**src/rtl/trd_icache.sv**
```systemverilog
// trd_icache: direct-mapped instruction cache with a word-serial line fill.
// Hits are answered combinationally, including while a fill is running.
// A miss is reported to the core, which replays the fetch later.
// fill_done/fill_trd tell thread control which thread to wake.
module trd_icache #(
  parameter int          LINES      = 16,
  parameter int          LINE_WORDS = 4,
  parameter logic [31:0] TEXT_BASE  = 32'h0000_0000,
  parameter logic [31:0] TEXT_LIMIT = 32'h0001_0000
) (
  input  logic        clk,
  input  logic        rst,
  input  logic [31:0] i_addr,
  input  logic        i_rd,
  input  logic [2:0]  i_trd,
  output logic [31:0] i_rd_data,
  output logic        i_miss,
  output logic        i_segfault,
  input  logic        flush,
  output logic        mem_req,
  output logic [31:0] mem_addr,
  input  logic        mem_ack,
  input  logic [31:0] mem_rd_data,
  output logic        fill_done,
  output logic [2:0]  fill_trd,
  output logic        busy
);

  localparam int OFF_W = $clog2(LINE_WORDS);
  localparam int IDX_W = $clog2(LINES);
  localparam int LO    = OFF_W + 2;
  localparam int TAG_W = 32 - LO - IDX_W;

  typedef enum logic [1:0] {IDLE, FILL, DONE} state_t;

  state_t           state;
  logic [OFF_W-1:0] beat;
  logic [IDX_W-1:0] fill_idx;
  logic             flush_seen;

  logic [LINES-1:0] valid;
  logic [TAG_W-1:0] tag_mem  [LINES];
  logic [31:0]      data_mem [LINES][LINE_WORDS];

  logic [OFF_W-1:0] req_off;
  logic [IDX_W-1:0] req_idx;
  logic [TAG_W-1:0] req_tag;
  logic [31:0]      addr_off;
  logic             segv;
  logic             hit;
  logic             miss;
  logic             last_beat;

  assign req_off = i_addr[LO-1:2];
  assign req_idx = i_addr[LO+IDX_W-1:LO];
  assign req_tag = i_addr[31:LO+IDX_W];

  // Subtracting the base folds "below base" into the upper-bound test
  // because an address under the base wraps to a huge offset.
  assign addr_off = i_addr - TEXT_BASE;
  assign segv     = i_rd && ((addr_off >= (TEXT_LIMIT - TEXT_BASE)) || (i_addr[1:0] != 2'b00));

  // The line being refilled is never a hit, even if its old tag still matches.
  assign hit  = valid[req_idx] && (tag_mem[req_idx] == req_tag) && !(busy && (req_idx == fill_idx));
  assign miss = i_rd && !segv && !hit;

  assign i_miss     = miss;
  assign i_segfault = segv;
  assign i_rd_data  = (i_rd && !segv && hit) ? data_mem[req_idx][req_off] : 32'h0;

  assign busy      = (state != IDLE);
  assign last_beat = (beat == OFF_W'(LINE_WORDS - 1));

  // Fill sequencer: latches the missing line, counts beats, pulses fill_done.
  always_ff @(posedge clk) begin
    if (rst) begin
      state      <= IDLE;
      beat       <= '0;
      mem_req    <= 1'b0;
      mem_addr   <= 32'h0;
      fill_idx   <= '0;
      fill_trd   <= 3'd0;
      fill_done  <= 1'b0;
      flush_seen <= 1'b0;
      valid      <= '0;
    end else begin
      fill_done <= 1'b0;
      if (flush) valid <= '0;
      case (state)
        IDLE: begin
          if (miss) begin
            state      <= FILL;
            mem_req    <= 1'b1;
            mem_addr   <= {i_addr[31:LO], {LO{1'b0}}};
            fill_idx   <= req_idx;
            fill_trd   <= i_trd;
            beat       <= '0;
            flush_seen <= 1'b0;
          end
        end
        FILL: begin
          if (flush) flush_seen <= 1'b1;
          if (mem_ack) begin
            beat <= beat + 1'b1;
            if (last_beat) begin
              mem_req   <= 1'b0;
              fill_done <= 1'b1;
              state     <= DONE;
              if (!flush && !flush_seen) valid[fill_idx] <= 1'b1;
            end
          end
        end
        DONE: state <= IDLE;
        default: state <= IDLE;
      endcase
    end
  end

  // Data and tag storage; written only by fill beats, never reset.
  always_ff @(posedge clk) begin
    if (!rst && (state == FILL) && mem_ack) begin
      data_mem[fill_idx][beat] <= mem_rd_data;
      if (last_beat) tag_mem[fill_idx] <= mem_addr[31:LO+IDX_W];
    end
  end

endmodule

```
**config.mk**
```make
export PLATFORM = sky130hd
export DESIGN_NAME = trd_icache
export DESIGN_NICKNAME = d
export VERILOG_FILES = /design/src/rtl/trd_icache.sv
export SDC_FILE = /design/constraint.sdc
export NUM_CORES = 2
export LEC_CHECK = 0
export BUFFER_PORTS_ARGS = -buffer_cell sky130_fd_sc_hd__buf_2
export CAP_MARGIN = 0
export CORE_ASPECT_RATIO = 1.25
export CORE_MARGIN = 2
export CORE_UTILIZATION = 51
export DETAILED_ROUTE_END_ITERATION = 8
export HOLD_SLACK_MARGIN = 0.05
export PLACE_DENSITY = 0.69
export SYNTH_ARGS = -nofsm -noshare
export SYNTH_HDL_FRONTEND = slang
export SYNTH_SLANG_ARGS = --single-unit
```
**constraint.sdc**
```tcl
create_clock -name clk -period 3.8 [get_ports clk]
set_clock_uncertainty 0.1 [all_clocks]
set_input_delay 0.38 -clock clk [delete_from_list [all_inputs] [get_ports clk]]
set_output_delay 0.38 -clock clk [all_outputs]
set_load 0.01 [all_outputs]
```
==> impl_metrics.env <==
export IMPL_status="finished, violations left"
export IMPL_failed_checks="setup timing"
export IMPL_htreeDepth=4
export IMPL_rows=177
export IMPL_p_leak_nw=34.8
export IMPL_grt_max_degree=77
export IMPL_grt_pass1_vias=46000
export IMPL_synthToLayoutAreaGrowth_pct=15.3
export IMPL_reg2regPathDepth=11
export IMPL_vias_per_cell=6.47
export IMPL_reg2reg_slack_ps=380
export IMPL_crit_fanout=6
export IMPL_hold_path_cell_count=1
export IMPL_ys_ff_latch=2486
export IMPL_crit_path_max_incr_delay_ps=470
export IMPL_avgSynthCellArea_um2=24.1
export IMPL_cpMostUsedCell="buf_12"
export IMPL_r2r_end="fill_trd[1]$_SDFFE_PP0P_"
export IMPL_fmax_mhz=224
export IMPL_overflow=0
export IMPL_endpoint_kind="output pin"
export IMPL_slew_viol_final=0
export IMPL_ys_flop_type="edfxtp_1"
export IMPL_drtIter0Drc=6191
export IMPL_gp_congestion=0.894
export IMPL_synthArstFlopShare_pct=0
export IMPL_n_fill_cell=12800
export IMPL_fp_coreArea_um2=186000
export IMPL_grt_pass1_wl_um=336000
export IMPL_drive_gt1_share_pct=35.0
export IMPL_stdcell_count=7025
export IMPL_worstPathRequired_ps=3320
export IMPL_cts_tree="built"
export IMPL_num_vias=45500
export IMPL_cts_made_buffers=226
export IMPL_cp_endpoint="i_rd_data[10]"
export IMPL_power_density_nw_per_um2=501
export IMPL_worstMarginPinSlew_ps=1180
export IMPL_worstPathArrival_ps=3990
export IMPL_clock_sinks=2486
export IMPL_yosysSeqAreaShare_pct=77.6
export IMPL_clk_latency_ps=890
export IMPL_grt_usage_pct=25.1
export IMPL_setup_violations=33
export IMPL_ys_warn_count=0
export IMPL_worst_hold_slack_ps=131
export IMPL_fin_crit_sh_pct=118
export IMPL_clk_path_buf_depth=3
export IMPL_start_util_pct=51.3
export IMPL_max_slew_margin_pct=21.0
export IMPL_drc=0
export IMPL_fin_ws_ps=-665
export IMPL_antenna_left=0
export IMPL_min_path_type="in2reg"
export IMPL_ioPinCount=144
export IMPL_dieArea_um2=191000
export IMPL_drtPass1Iterations=5
export IMPL_synth_cell_types=66
export IMPL_dp_cells=6578
export IMPL_path_cells="mux4_2, mux2_4, a222oi_1, a41oi_2, nor3b_2, and3_1, nand4_1, buf_12, buf_12, buf_12, nor2b_1, buf_2"
export IMPL_crit_path_start_kind="register"
export IMPL_synth_area_um2=95500
export IMPL_wl_um=237000
export IMPL_cap_viol_max_count=0
export IMPL_cts_clk_slew_worst_paths_ps=60
export IMPL_wl_per_cell_um=33.7
export IMPL_dp_hpwl_um=129000
export IMPL_worstReg2RegStart="tag_mem[2][11]$_DFFE_PP_"
export IMPL_io_buffers=139
export IMPL_final_nets=4486
export IMPL_vdd_drop_max_mv=0.531
export IMPL_die_x_um=391
export IMPL_die_h_um=488
export IMPL_syn_inst=3958
export IMPL_synth_edf_count=2432
export IMPL_timing_critical_path_from="tag_mem[2][11]$_DFFE_PP_"
export IMPL_fin_crit_ps=4470
export IMPL_antenna_found_initial=18
export IMPL_grt_setup_unrepaired="true"
export IMPL_hold_violations=0
export IMPL_cts_root_buf="clkbuf_16"
export IMPL_crit_type="reg2out"
export IMPL_slowest_stage="mux4_2"
## cell type report
type | count | area [µm²] | area share, %
Clock inverter | 149 | 1530 | 1.39
Antenna cell | 1 | 2.50 | 0.00227
Tap cell | 2416 | 3020 | 2.75
Multi-Input combinational cell | 1248 | 20900 | 19.0
Inverter | 13 | 56.3 | 0.0512
Sequential cell | 2486 | 74100 | 67.3
Timing Repair Buffer | 435 | 4500 | 4.09
Clock buffer | 277 | 5920 | 5.38
## Yosys cell counts (all sizes together), types with 16 or more instances
master	n	area, µm²
mux2i	68	681
clkbuf	104	390
edfxtp	2432	73000
nand2	35	131
nor2	89	334
mux4	757	17100
a21oi	16	80.1
buf	110	574
nor3b	17	128
dfxtp	54	1080
mux2	17	191
nand2b	44	275
nor2b	44	275
## kinds of logic (layout without fill, tap and decap cells)
| logic type | after synthesis | count (layout) | share of synthesized area (%) |
|---|---|---|---|
| xor+xnor | 23 | 23 | 0.211 |
| flops | 2486 | 2486 | 77.6 |
| fa+ha+maj | 4 | 4 | 0.0524 |
| other cells | 1 | 5 | 0.00393 |
| mux | 842 | 842 | 18.8 |
| buf+inv | 227 | 874 | 1.06 |
| simple gates | 292 | 292 | 1.62 |
| compound gates | 83 | 83 | 0.650 |
## registers in the layout (all words and copies together), names as in the netlist, 2 cells and up
signal,cells
mem_addr,25
beat,2
tag_mem,384
data_mem,2048
valid,16
state,2
fill_idx,3
fill_trd,3
## cells in the final DEF, fill, tap and decap left out, types with 40 or more instances in the layout
cell and instances:
buf_12 117, buf_2 129, clkbuf_16 228, clkbuf_1 46, buf_4 161, clkinv_2 40
dfxtp_1 54, mux4_2 755, mux2i_1 68, edfxtp_1 2432, nand2b_1 44, nor2_4 64
clkinv_1 47
## per-layer routing
metal  global-route usage (%)  part of all wire, %  up-vias
li1                         -                    -    18000
met1                     35.2                   38    24500
met2                     40.4                   49     2547
met3                     4.69                  9.8      431
met4                     7.90                  3.2        6
met5                        0                0.012        -
## where the power goes
group          internal, mW  leakage, nW  switching, mW
combinational          1.05         8.51           1.31
clock                  12.7         3.59           10.0
sequential             30.0         22.7     0.00000149
total                  43.8         34.8           11.4
## worst min-delay path by stage
stage | startpoint | end | slack (ps)
floorplan | valid[11]$_SDFF_PP0_ | valid[11]$_SDFF_PP0_ | 330
global placement | valid[11]$_SDFF_PP0_ | valid[11]$_SDFF_PP0_ | 340
detailed placement | valid[11]$_SDFF_PP0_ | valid[11]$_SDFF_PP0_ | 350
CTS | rst | valid[5]$_SDFF_PP0_ | 70
global route | rst | valid[9]$_SDFF_PP0_ | 110
finish | mem_rd_data[18] | data_mem[8][114]$_DFFE_PP_ | 130
## critical path, delay by kind of cell, from the launching register on
family | cells | cell delay, ps
buffers and inverters | 4 | 610
AND/OR/NAND/NOR | 4 | 700
AO/OA/AOI/OAI | 2 | 640
flip-flops | 1 | 390
multiplexers | 2 | 770
## metrics by stage
| step | setup slack (ps) | TNS, ps | utilization (%) | power [mW] | area (µm²) |
|---|---|---|---|---|---|
| global placement | -116 | -1330 | 55.0 | 32.9 | 102000 |
| global route | -715 | -21290 | 59.2 | 56.5 | 110000 |
| CTS | -573 | -16840 | 59.1 | 55.4 | 110000 |
| finish | -665 | -19780 | 59.2 | 55.1 | 110000 |
| detailed placement | -151 | -2150 | 55.0 | 32.9 | 102000 |
| floorplan | -397 | -296100 | - | 31.9 | 95500 |
## timing repair
item                                    in CTS  in global routing
pin swaps                                    2                  3
buffers inserted                             4                  2
hold buffers                                15                  0
endpoints found under the setup margin      33                 33
resized for setup                            9                 20
endpoints found under the hold margin       33                  0
No activity file was read; power rests on OpenSTA's default activity.
